[src/rtl/key_debounce_pkg.sv]
// Shared types and default constants for the push-button debouncer.
// FAST_SIM shrinks the default timing constants for short simulations.
package key_debounce_pkg;

    typedef enum logic [1:0] {
        UP,
        ARM_DN,
        DOWN,
        ARM_UP
    } kd_state_t;

    localparam int KD_CNT_W = 32;

`ifdef FAST_SIM
    localparam int unsigned KD_DEF_SYNC_STAGES    = 2;
    localparam int unsigned KD_DEF_DEBOUNCE       = 8;
    localparam int unsigned KD_DEF_REPEAT_DELAY   = 20;
    localparam int unsigned KD_DEF_REPEAT_PERIOD  = 5;
`else
    localparam int unsigned KD_DEF_SYNC_STAGES    = 2;
    localparam int unsigned KD_DEF_DEBOUNCE       = 1_000_000;
    localparam int unsigned KD_DEF_REPEAT_DELAY   = 25_000_000;
    localparam int unsigned KD_DEF_REPEAT_PERIOD  = 5_000_000;
`endif

endpackage

[src/rtl/key_debounce_if.sv]
// Button-side bundle: raw key in, debounced level and strobes out.
// slave: the debouncer (key in, strobes out); master: the driver/consumer.
interface key_debounce_if;

    logic i_key;
    logic o_level;
    logic o_pressed;
    logic o_released;
    logic o_repeat;

    modport slave (
        input  i_key,
        output o_level,
        output o_pressed,
        output o_released,
        output o_repeat
    );

    modport master (
        output i_key,
        input  o_level,
        input  o_pressed,
        input  o_released,
        input  o_repeat
    );

endinterface

[src/rtl/key_debounce_sync_ff.sv]
// N-flop synchroniser with asynchronous active-low reset to RST_VAL.
// Ports: clk, rst_n, d (async input), q (synchronised output).
module sync_ff #(
    parameter int   STAGES  = 2,
    parameter logic RST_VAL = 1'b1
) (
    input  logic clk,
    input  logic rst_n,
    input  logic d,
    output logic q
);

    logic [STAGES-1:0] sr;

    always_ff @(posedge clk or negedge rst_n) begin
        if (!rst_n) begin
            sr <= {STAGES{RST_VAL}};
        end else begin
            sr <= {sr[STAGES-2:0], d};
        end
    end

    assign q = sr[STAGES-1];

endmodule

[src/rtl/key_debounce.sv]
// Debounces one active-low push button into a level plus press/release strobes.
// Ports: i_clk, i_rst (async, active-low), kd (key_debounce_if.slave).
// Macro LONG_PRESS_EN enables o_repeat auto-repeat; otherwise o_repeat is 0.
module key_debounce
    import key_debounce_pkg::*;
#(
    parameter int unsigned SYNC_STAGES          = KD_DEF_SYNC_STAGES,
    parameter int unsigned DEBOUNCE_CYCLES      = KD_DEF_DEBOUNCE,
    parameter int unsigned REPEAT_DELAY_CYCLES  = KD_DEF_REPEAT_DELAY,
    parameter int unsigned REPEAT_PERIOD_CYCLES = KD_DEF_REPEAT_PERIOD
) (
    input logic           i_clk,
    input logic           i_rst,
    key_debounce_if.slave kd
);

    localparam logic [KD_CNT_W-1:0] CNT_MAX =
        KD_CNT_W'(DEBOUNCE_CYCLES - 1);

    logic                key_sync;
    logic                key_s;
    kd_state_t           state_r, state_w;
    logic [KD_CNT_W-1:0] cnt_r, cnt_w;
    logic                level_r, level_w;
    logic                pressed_r, pressed_w;
    logic                released_r, released_w;

    // Sync flops reset to 1 so the key reads as released.
    sync_ff #(
        .STAGES  (SYNC_STAGES),
        .RST_VAL (1'b1)
    ) u_sync (
        .clk   (i_clk),
        .rst_n (i_rst),
        .d     (kd.i_key),
        .q     (key_sync)
    );

    assign key_s = ~key_sync;

    always_ff @(posedge i_clk or negedge i_rst) begin
        if (!i_rst) begin
            state_r    <= UP;
            cnt_r      <= '0;
            level_r    <= 1'b0;
            pressed_r  <= 1'b0;
            released_r <= 1'b0;
        end else begin
            state_r    <= state_w;
            cnt_r      <= cnt_w;
            level_r    <= level_w;
            pressed_r  <= pressed_w;
            released_r <= released_w;
        end
    end

    always_comb begin
        state_w = state_r;
        cnt_w   = cnt_r;
        unique case (state_r)
            UP: begin
                if (key_s) begin
                    state_w = ARM_DN;
                    cnt_w   = '0;
                end
            end
            ARM_DN: begin
                if (!key_s) begin
                    state_w = UP;
                    cnt_w   = '0;
                end else if (cnt_r == CNT_MAX) begin
                    state_w = DOWN;
                    cnt_w   = '0;
                end else begin
                    cnt_w = cnt_r + KD_CNT_W'(1);
                end
            end
            DOWN: begin
                if (!key_s) begin
                    state_w = ARM_UP;
                    cnt_w   = '0;
                end
            end
            ARM_UP: begin
                if (key_s) begin
                    state_w = DOWN;
                    cnt_w   = '0;
                end else if (cnt_r == CNT_MAX) begin
                    state_w = UP;
                    cnt_w   = '0;
                end else begin
                    cnt_w = cnt_r + KD_CNT_W'(1);
                end
            end
            default: begin
                state_w = UP;
                cnt_w   = '0;
            end
        endcase
    end

    // Strobes fire on the terminal-count cycle, decided on that cycle's key_s.
    always_comb begin
        pressed_w  = (state_r == ARM_DN) && key_s && (cnt_r == CNT_MAX);
        released_w = (state_r == ARM_UP) && !key_s && (cnt_r == CNT_MAX);
        level_w    = (state_w == DOWN) || (state_w == ARM_UP);
    end

    assign kd.o_level    = level_r;
    assign kd.o_pressed  = pressed_r;
    assign kd.o_released = released_r;

`ifdef LONG_PRESS_EN
    localparam logic [KD_CNT_W-1:0] RDLY_MAX =
        KD_CNT_W'(REPEAT_DELAY_CYCLES - 1);
    localparam logic [KD_CNT_W-1:0] RPER_MAX =
        KD_CNT_W'(REPEAT_PERIOD_CYCLES - 1);

    logic [KD_CNT_W-1:0] rcnt_r, rcnt_w;
    logic                rarm_r, rarm_w;
    logic                repeat_r, repeat_w;

    // rarm selects the period once the initial delay has elapsed.
    always_comb begin
        rcnt_w   = rcnt_r;
        rarm_w   = rarm_r;
        repeat_w = 1'b0;
        if (state_r == DOWN) begin
            if (rcnt_r == (rarm_r ? RPER_MAX : RDLY_MAX)) begin
                repeat_w = 1'b1;
                rcnt_w   = '0;
                rarm_w   = 1'b1;
            end else begin
                rcnt_w = rcnt_r + KD_CNT_W'(1);
            end
        end else if (state_w == UP) begin
            rcnt_w = '0;
            rarm_w = 1'b0;
        end
    end

    always_ff @(posedge i_clk or negedge i_rst) begin
        if (!i_rst) begin
            rcnt_r   <= '0;
            rarm_r   <= 1'b0;
            repeat_r <= 1'b0;
        end else begin
            rcnt_r   <= rcnt_w;
            rarm_r   <= rarm_w;
            repeat_r <= repeat_w;
        end
    end

    assign kd.o_repeat = repeat_r;
`else
    assign kd.o_repeat = 1'b0;
`endif

endmodule

[src/flat_wrapper.sv]
// flat-port wrapper written by rule: the top's interface ports become plain ports
module key_debounce_flat import key_debounce_pkg::*;
#(
    parameter int unsigned SYNC_STAGES          = KD_DEF_SYNC_STAGES,
    parameter int unsigned DEBOUNCE_CYCLES      = KD_DEF_DEBOUNCE,
    parameter int unsigned REPEAT_DELAY_CYCLES  = KD_DEF_REPEAT_DELAY,
    parameter int unsigned REPEAT_PERIOD_CYCLES = KD_DEF_REPEAT_PERIOD
)
  (i_clk, i_rst, kd_i_key, kd_o_level, kd_o_pressed, kd_o_released, kd_o_repeat);
  key_debounce_if kd_i ();
  input logic i_clk;
  input logic i_rst;
  input wire logic [$bits(kd_i.i_key)-1:0] kd_i_key;
  output wire logic [$bits(kd_i.o_level)-1:0] kd_o_level;
  output wire logic [$bits(kd_i.o_pressed)-1:0] kd_o_pressed;
  output wire logic [$bits(kd_i.o_released)-1:0] kd_o_released;
  output wire logic [$bits(kd_i.o_repeat)-1:0] kd_o_repeat;
  assign kd_i.i_key = kd_i_key;
  assign kd_o_level = kd_i.o_level;
  assign kd_o_pressed = kd_i.o_pressed;
  assign kd_o_released = kd_i.o_released;
  assign kd_o_repeat = kd_i.o_repeat;
  key_debounce #(.SYNC_STAGES(SYNC_STAGES), .DEBOUNCE_CYCLES(DEBOUNCE_CYCLES), .REPEAT_DELAY_CYCLES(REPEAT_DELAY_CYCLES), .REPEAT_PERIOD_CYCLES(REPEAT_PERIOD_CYCLES)) u_core (.i_clk(i_clk), .i_rst(i_rst), .kd(kd_i));
endmodule
[config.mk]
export PLATFORM = sky130hd
export DESIGN_NAME = key_debounce_flat
export DESIGN_NICKNAME = d
export VERILOG_FILES = /design/src/rtl/key_debounce_pkg.sv /design/src/rtl/key_debounce_if.sv /design/src/rtl/key_debounce_sync_ff.sv /design/src/rtl/key_debounce.sv /design/src/flat_wrapper.sv
export SDC_FILE = /design/constraint.sdc
export NUM_CORES = 1
export LEC_CHECK = 0
export ABC_AREA = 1
export ABC_CLOCK_PERIOD_IN_PS = 3600
export CORE_AREA = 2 2 70 78
export CTS_BUF_LIST = sky130_fd_sc_hd__clkbuf_4 sky130_fd_sc_hd__clkbuf_8
export CTS_CLUSTER_DIAMETER = 200
export DETAILED_ROUTE_END_ITERATION = 10
export DIE_AREA = 0 0 72 80
export GPL_TIMING_DRIVEN = 0
export SETUP_SLACK_MARGIN = 0.3
export SYNTH_ARGS = -nofsm -noshare
export SYNTH_HDL_FRONTEND = slang
export SYNTH_SLANG_ARGS = --single-unit
[constraint.sdc]
create_clock -name i_clk -period 3.6 [get_ports i_clk]
set_input_delay 0.9 -clock i_clk [delete_from_list [all_inputs] [get_ports i_clk]]
set_output_delay 0.9 -clock i_clk [all_outputs]
set_load 0.005 [all_outputs]
==> results of run 1 <==
==> flip-flops by register name, indices dropped and copies added (netlist names) <==
| signal | flops |
|---|---|
| u_core.kd.o_released | 1 |
| u_core.cnt_r | 32 |
| u_core.state_r | 2 |
| u_core.kd.o_pressed | 1 |
| u_core.kd.o_level | 1 |
| u_core.u_sync.sr | 2 |
==> metal layers <==
layer,global-route usage,up-vias,part of all wire
met3,0.0303,2,0.032
met5,0,-,0
met1,0.279,948,0.48
met4,0.0623,0,0.0063
li1,-,1054,-
met2,0.351,26,0.49
==> per-stage QoR <==
step                std cells  total power (W)
global placement          387         0.000496
finish                    396         0.000792
floorplan                 324         0.000475
global route              396         0.000819
detailed placement        388         0.000499
CTS                       396         0.000799
==> final cells by class <==
class,instances,area (sq um),share of cell area
buffer,6,47.5,0.0181
clock inverter,2,12.5,0.00476
timing repair buffer,6,72.6,0.0276
multi-input combinational,240,1220,0.466
sequential,39,978,0.372
clock buffer,6,76.3,0.0290
tap,58,72.6,0.0276
inverter,39,146,0.0556
==> path summary, 6_finish.rpt <==
path	start	end	slack, ns
setup / recovery	u_core.kd.o_pressed	kd_o_pressed	1.58
hold / removal	u_core.u_sync.sr[0]	u_core.u_sync.sr[1]	0.37
setup reg to reg	u_core.cnt_r[0]	u_core.cnt_r[28]	1.79
hold reg to reg	u_core.u_sync.sr[0]	u_core.u_sync.sr[1]	0.37
max in group asynchronous	i_rst	u_core.u_sync.sr[1]	2.47
min in group asynchronous	i_rst	u_core.cnt_r[31]	0.57
==> power by group <==
part | total (W) | internal (W) | leakage (nW) | switching [W]
Sequential | 0.000445 | 0.000442 | 0.534 | 0.00000302
Combinational | 0.0000439 | 0.0000135 | 0.598 | 0.0000304
Clock | 0.000303 | 0.000143 | 0.0446 | 0.000160
Total | 0.000792 | 0.000599 | 1.18 | 0.000193
==> layout by cell type, fill, tap and decap left out, types with 8 or more instances in the layout <==
cell and instances:
a21oi_1 10, dfrtp_1 37, inv_1 37, nand2_1 95, nand3_1 19, nand4_1 8, nor2_1 38, nor2_4 8
o21ai_1 10, xor2_1 13
==> kinds of logic (layout without fill, tap and decap cells) <==
group,after synthesis,in the layout,share of synthesized area
compound gates,38,38,0.0913
other cells,1,1,0.00156
xor+xnor,17,17,0.0621
fa+ha+maj,1,1,0.00522
buf+inv,45,59,0.0809
simple gates,183,183,0.351
flops,39,39,0.408
==> flow_metrics.py, run 1 <==
metrics = {
    "run_status": {
        "status": "completed",
    },
    "die": {
        "start_util": 0.483,
        "io_pins": 7,
        "coreArea_sq_mm": 0.00497,
        "num_rows": 27,
        "die-area_sq_mm": 0.00576,
        "die_h_microns": 80,
        "dieWidth_microns": 72,
    },
    "placement": {
        "place_area_sq_mm": 0.00254,
        "port_buffers": 5,
        "gp_congestion": 0.857,
        "dp_worst_setup_slack_ns": 1.85,
        "dp_hpwl_microns": 4030,
    },
    "cells_and_area": {
        "drive_gt1_frac": 0.130,
        "antenna_cells": 0,
        "fin_area_sq_mm": 0.00263,
        "area_growth_pct": 9.76,
        "nNetsFinal": 341,
        "fin_util": 0.530,
        "n_fill_cell": 481,
    },
    "yosys": {
        "syn_area_per_cell_sq_um": 7.40,
        "ys.flop_type": "dfrtp_1",
        "postSynthCellCount": 324,
        "yosysMostFrequentCell": "nand2_1",
        "ys_seq_elements": 39,
        "yosys.cell_types.count": 29,
        "synth.yosys.seq_area_share": 0.408,
        "synth-edff-count": 0,
        "yosysTopAreaCell": "dfrtp_1",
        "synth_top_cell_area_share": 0.386,
        "yosys-top-cells-count": "nand2_1, nor2_1, dfrtp_1, inv_1, nand3_1",
        "yosysWarnings": 0,
        "synth_area_sq_mm": 0.00240,
        "synthTopCellsByArea": "dfrtp_1, nand2_1, nor2_1",
        "async_reset_ff_frac": 1.00,
        "synth_nets": 328,
    },
    "worst_setup_path": {
        "critical_path_arrival_ns": 1.12,
        "cp_max_fo": 1,
        "r2r_cells": 10,
        "slowest_delay_ns": 0.49,
        "worst_ep_required_time_ns": 2.70,
        "cp_top_family": "buffers and inverters",
        "worstSetupStartpointType": "register",
        "path_depth": 1,
        "critical_path_class": "reg2out",
        "path_cells": "clkdlybuf4s50_1",
        "crit_path_top_delay_cell": "clkdlybuf4s50_1",
        "path_buf_inv": 1,
        "critPathCaptureType": "primary output",
    },
    "global_routing": {
        "antenna_found_initial": 0,
        "grt_pass1_wl_microns": 9180,
        "grt_max_degree": 22,
        "grtUsageTotal": 0.209,
        "grt_pass1_vias": 1957,
        "overflow": 0,
    },
    "timing": {
        "fin_skew_ns": 0.00404,
        "hold_violations": 0,
        "max_freq_mhz": 495,
        "fin_crit_sh": 0.562,
        "period_needed_ns": 2.02,
        "worstMarginPinSlew_ns": 0.503,
        "rsz0062_at_grt": "false",
        "timing.hold.ws_ns": 0.369,
        "setup_tns_ns": 0,
        "finalMaxSlewViolations": 0,
        "slew_headroom": 0.665,
        "fin_ws_ns": 1.58,
        "setup_viol": 0,
    },
    "clock_tree": {
        "root_buffer": "clkbuf_8",
        "clk_pin_slew_ns": 0.08,
        "clock_path_buffers": 2,
        "cts_setup_buffers": 0,
        "cts_sinks": 39,
        "cts_buffers": 5,
        "tritoncts": "yes",
        "holdBufCountCts": 0,
        "worstSkewPairLatency_ns": 0.29,
        "cts_max_level": 2,
        "cts_resized": 0,
    },
    "detailed_routing": {
        "ant_nets": 0,
        "vias": 2030,
        "avgViaCountPerCell": 5.13,
        "drc": 0,
        "wirelength_microns": 5440,
        "dr.pass1.iters": 4,
        "wl_per_cell_microns": 13.7,
        "drt_iter0_drc": 147,
    },
    "power": {
        "ir_drop_v": 0.000184,
        "power.density_mw_per_mm2": 301,
        "p_leak_nw": 1.18,
    },
    "worst_hold_path": {
        "hp-class": "reg2reg",
        "worstHoldPathCells": 0,
    },
    "run": {
        "maxCapViolations": 0,
    },
}
No activity file was read; power rests on OpenSTA's default activity.
==> run 2, diff against run 1 <==
Settings changed: ABC_CLOCK_PERIOD_IN_PS 3600 to 2100.
Clock period 3.6 ns to 2.1 ns, I/O delays scaled along.
==> flow_metrics.py, run 2 (synthesis results as in run 1) <==
metrics = {
    "run_status": {
        "status": "completed",
    },
    "timing": {
        "period_needed_ns": 1.66,
        "fin_skew_ns": 0.00458,
        "setup_viol": 0,
        "hold_violations": 0,
        "slew_headroom": 0.664,
        "finalMaxSlewViolations": 0,
        "worstMarginPinSlew_ns": 0.504,
        "fin_crit_sh": 0.791,
        "rsz0062_at_grt": "false",
        "max_freq_mhz": 602,
    },
    "cells_and_area": {
        "top_register": "u_core.cnt_r",
        "layout_commonest_cell": "nand2_1",
        "largest_register_ffs": 32,
        "layout_common_cells": "nand2_1, nor2_1, inv_1, dfrtp_1, nand3_1",
        "nNetsFinal": 341,
        "instances_no_fill": 396,
        "antenna_cells": 0,
        "drive_gt1_frac": 0.136,
        "biggestRegsByFlops": "u_core.cnt_r (32), u_core.state_r (2), u_core.u_sync.sr (2)",
        "area_growth_pct": 10.5,
        "n_fill_cell": 479,
    },
    "global_routing": {
        "grt_max_degree": 22,
        "grt_pass1_wl_microns": 9180,
        "overflow": 0,
        "grtUsageTotal": 0.209,
        "antenna_found_initial": 0,
        "grt_pass1_vias": 1957,
    },
    "clock_tree": {
        "tritoncts": "yes",
        "root_buffer": "clkbuf_8",
        "clock_path_buffers": 2,
        "cts_sinks": 39,
        "cts_setup_buffers": 0,
        "cts_max_level": 2,
        "cts_resized": 0,
        "cts_buffers": 5,
        "holdBufCountCts": 0,
        "clk_pin_slew_ns": 0.08,
        "worstSkewPairLatency_ns": 0.29,
    },
    "worst_setup_path": {
        "critPathCaptureType": "register",
        "cp_max_fo": 5,
        "path_cells": "ha_2, nand3_4, inv_4, nand3_2, inv_1, nand2_1, nor2_1, nand2_1, nand3_1, nand2_1",
        "crit_path_top_delay_cell": "dfrtp_1",
        "critical_path_class": "reg2reg",
        "worstSetupStartpointType": "register",
        "cp_top_family": "simple AND/OR/NAND/NOR gates",
        "worst_ep_required_time_ns": 2.29,
        "critical_path_arrival_ns": 1.85,
        "crit_top_cell": "nand2_1",
        "path_buf_inv": 2,
        "slowest_delay_ns": 0.40,
    },
    "power": {
        "power.total_w": 0.00135,
        "power.density_mw_per_mm2": 511,
        "ir_drop_v": 0.000315,
        "p_leak_nw": 1.17,
    },
    "detailed_routing": {
        "drt_iter0_drc": 148,
        "wirelength_microns": 5410,
        "ant_nets": 0,
        "wl_per_cell_microns": 13.7,
        "avgViaCountPerCell": 5.12,
        "drc": 0,
        "vias": 2027,
        "dr.pass1.iters": 4,
    },
    "die": {
        "num_rows": 27,
        "start_util": 0.483,
        "coreArea_sq_mm": 0.00497,
        "io_pins": 7,
        "die-area_sq_mm": 0.00576,
        "dieWidth_microns": 72,
        "die_h_microns": 80,
    },
    "worst_hold_path": {
        "hp-class": "in2async",
    },
    "placement": {
        "dp_hpwl_microns": 4030,
        "placed_cells_incl_taps": 388,
        "port_buffers": 5,
        "gp_congestion": 0.857,
    },
    "run": {
        "maxCapViolations": 0,
    },
}
==> run 2: cell counts in the layout (fill, tap and decap cells not counted) <==
No cell type changed its count.
==> run 2: worst paths after layout <==
kind / start / to / slack (ns) / cells after the start
min in group i_clk: u_core.u_sync.sr[0] / u_core.u_sync.sr[1] / 0.37 / 0
setup / recovery: u_core.cnt_r[0] / u_core.cnt_r[28] / 0.44 / 10
hold reg to reg: u_core.u_sync.sr[0] / u_core.u_sync.sr[1] / 0.37 / 0
max in group asynchronous: i_rst / u_core.u_sync.sr[0] / 1.34 / 2
setup reg to reg: u_core.cnt_r[0] / u_core.cnt_r[28] / 0.44 / 10
hold / removal: i_rst / u_core.cnt_r[31] / 0.20 / 1
==> run 2: worst register-to-register path, cell delays in order (launching register included) <==
cell     delay, ns
dfrtp_1       0.40
ha_2          0.24
nand3_4       0.12
inv_4         0.10
nand3_2       0.13
inv_1         0.13
nand2_1       0.12
nor2_1        0.12
nand2_1       0.06
nand3_1       0.08
nand2_1       0.05
==> run 2: stage by stage <==
stage	setup WS (ns)	hold WS [ns]	setup TNS (ns)	instance area [sq um]	utilization
after floorplan	0.624	0.229	0	2400	-
after global placement	-0.586	0.346	-21.94	2520	0.507
after detailed placement	0.353	0.356	0	2540	0.512
after CTS	0.323	0.204	0	2630	0.530
after global routing	0.315	0.228	0	2650	0.533
final	0.438	0.199	0	2650	0.533
==> run 2: final cells by class <==
| cell class | count | area (sq um) | share of cell area |
|---|---|---|---|
| inverters | 39 | 149 | 0.0562 |
| flip-flops and latches | 39 | 978 | 0.369 |
| plain buffers | 6 | 47.5 | 0.0179 |
| multi-input cells | 240 | 1240 | 0.468 |
| clock buffers | 6 | 76.3 | 0.0288 |
| well taps | 58 | 72.6 | 0.0274 |
| repair buffers | 6 | 72.6 | 0.0274 |
| clock inverters | 2 | 12.5 | 0.00472 |
==> run 2: power by group <==
group,leakage [nW],internal [W],switching (W)
combinational,0.595,0.0000235,0.0000522
clock,0.0446,0.000245,0.000270
sequential,0.534,0.000758,0.00000547
==> run 2: routing by layer <==
metal | share of wire | global-route usage
met5 | 0 | 0
met4 | 0.0094 | 0.0623
met3 | 0.036 | 0.0303
met2 | 0.48 | 0.351
met1 | 0.47 | 0.279
==> run 3, diff against run 2 <==
Settings changed: ABC_CLOCK_PERIOD_IN_PS 2100 to 1650.
Clock period 2.1 ns to 1.65 ns, I/O delays scaled along.
==> flow_metrics.py, run 3 (synthesis results as in run 1) <==
metrics = {
    "cells_and_area": {
        "instances_no_fill": 453,
        "fin_util": 0.711,
        "nNetsFinal": 398,
        "drive_gt1_frac": 0.451,
        "biggestRegsByFlops": "u_core.cnt_r (32), u_core.state_r (2), u_core.u_sync.sr (2)",
        "antenna_cells": 0,
        "n_fill_cell": 376,
        "layout_common_cells": "nand2_1, buf_4, inv_1, dfrtp_1, nor2_1",
        "largest_register_ffs": 32,
        "area_growth_pct": 47.3,
        "top_register": "u_core.cnt_r",
        "layout_commonest_cell": "nand2_1",
    },
    "global_routing": {
        "grtUsageTotal": 0.247,
        "grt_pass1_vias": 2297,
        "overflow": 0,
        "antenna_found_initial": 0,
        "grt_max_degree": 40,
        "grt_pass1_wl_microns": 10800,
    },
    "die": {
        "dieWidth_microns": 72,
        "num_rows": 27,
        "die-area_sq_mm": 0.00576,
        "die_h_microns": 80,
        "coreArea_sq_mm": 0.00497,
        "start_util": 0.483,
        "io_pins": 7,
    },
    "timing": {
        "rsz0062_at_grt": "true",
        "hold_violations": 0,
        "max_freq_mhz": 625,
        "setup_viol": 0,
        "fin_ws_ns": 0.0510,
        "worstMarginPinSlew_ns": 0.879,
        "timing.hold.ws_ns": 0.230,
        "fin_skew_ns": 0.0115,
        "period_needed_ns": 1.60,
        "fin_crit_sh": 0.969,
        "finalMaxSlewViolations": 0,
        "slew_headroom": 0.414,
    },
    "power": {
        "power_switching_share": 0.239,
        "seq_power_share": 0.497,
        "p_clk_frac": 0.418,
        "combPwrFrac": 0.085,
        "p_leak_nw": 1.55,
        "ir_drop_v": 0.000449,
        "p_switching_w": 0.000469,
        "internal-power_w": 0.00149,
        "power.density_mw_per_mm2": 555,
    },
    "worst_setup_path": {
        "critPathCaptureType": "register",
        "critical_path_arrival_ns": 1.77,
        "cp_max_fo": 5,
        "worst_ep_required_time_ns": 1.82,
        "critical_path_class": "reg2reg",
        "worstSetupStartpointType": "register",
    },
    "clock_tree": {
        "tritoncts": "yes",
        "clock_path_buffers": 2,
        "cts_sinks": 39,
        "clk_pin_slew_ns": 0.08,
        "root_buffer": "clkbuf_8",
        "worstSkewPairLatency_ns": 0.30,
        "cts_max_level": 2,
        "cts_buffers": 5,
    },
    "placement": {
        "placed_cells_incl_taps": 387,
        "dp_hpwl_microns": 3830,
        "dp_worst_setup_slack_ns": 0.0687,
        "gp_congestion": 0.860,
        "port_buffers": 5,
    },
    "detailed_routing": {
        "drt_iter0_drc": 135,
        "ant_nets": 0,
        "dr.pass1.iters": 4,
        "avgViaCountPerCell": 5.21,
        "vias": 2361,
        "wirelength_microns": 6810,
        "wl_per_cell_microns": 15.0,
        "drc": 0,
    },
    "worst_hold_path": {
        "hp-class": "in2async",
    },
    "run": {
        "maxCapViolations": 0,
    },
    "run_status": {
        "status": "completed",
    },
}
-- run 3: worst max-delay path: stages (launching register included) --
cell	delay, ns
dfrtp_1	0.45
nor2_1	0.14
nand2_1	0.11
nor2_2	0.18
nand2_4	0.08
inv_2	0.07
nand2_4	0.08
nand2_8	0.08
buf_12	0.11
buf_8	0.11
o22ai_2	0.06
-- run 3: per-stage QoR --
step	total power (W)	cell area, sq um	TNS, ns
4_1_cts	0.00197	3260	0
6_report	0.00196	3530	0
3_3_place_gp	0.00108	2530	-31.92
3_5_place_dp	0.00108	2520	0
5_1_grt	0.00204	3530	-0.0300
2_1_floorplan	0.00104	2410	0
-- run 3: metal layers --
metal  vias up  global-route usage  wire length [microns]  share of wire
li1       1169                   -                      -              -
met1      1139               0.319                   2990           0.44
met2        40               0.406                   3460           0.51
met3        13              0.0429                    221          0.032
met4         0               0.102                    141          0.021
met5         -                   0                      0              0
-- run 3: path summary, 6_finish.rpt --
path	startpoint	endpoint	slack (ns)	cells past startpoint
setup / recovery	u_core.cnt_r[10]	u_core.cnt_r[6]	0.05	10
hold / removal	i_rst	u_core.cnt_r[15]	0.23	1
setup reg to reg	u_core.cnt_r[10]	u_core.cnt_r[6]	0.05	10
hold reg to reg	u_core.u_sync.sr[0]	u_core.u_sync.sr[1]	0.36	0
max in group asynchronous	i_rst	u_core.cnt_r[21]	0.82	1
min in group i_clk	u_core.u_sync.sr[0]	u_core.u_sync.sr[1]	0.36	0
-- run 3: layout make-up --
class                   count  area [sq um]  share of cell area
multi-input cells         241          1570               0.445
repair buffers             62           563               0.159
clock inverters             3          43.8              0.0124
plain buffers               6          67.6              0.0191
flip-flops and latches     39           988               0.280
clock buffers               5          68.8              0.0195
well taps                  58          72.6              0.0206
inverters                  39           156              0.0443
-- run 3: power groups by stage --
stage | Combinational (W) | Clock (W) | Sequential, W
after floorplan | 0.0000481 | 0 | 0.000989
after global placement | 0.0000917 | 0 | 0.000990
after detailed placement | 0.0000911 | 0 | 0.000990
after CTS | 0.000157 | 0.000841 | 0.000973
after global routing | 0.000183 | 0.000878 | 0.000975
final | 0.000167 | 0.000819 | 0.000974
-- run 3: repair_timing --
item / CTS / global route
setup endpoints to repair: 40 / 39
pin swaps: 21 / 34
hold buffers: 0 / 0
resized for setup: 77 / 50
hold endpoints to repair: 0 / 0
buffers inserted: 41 / 14
gates cloned: 3 / 0
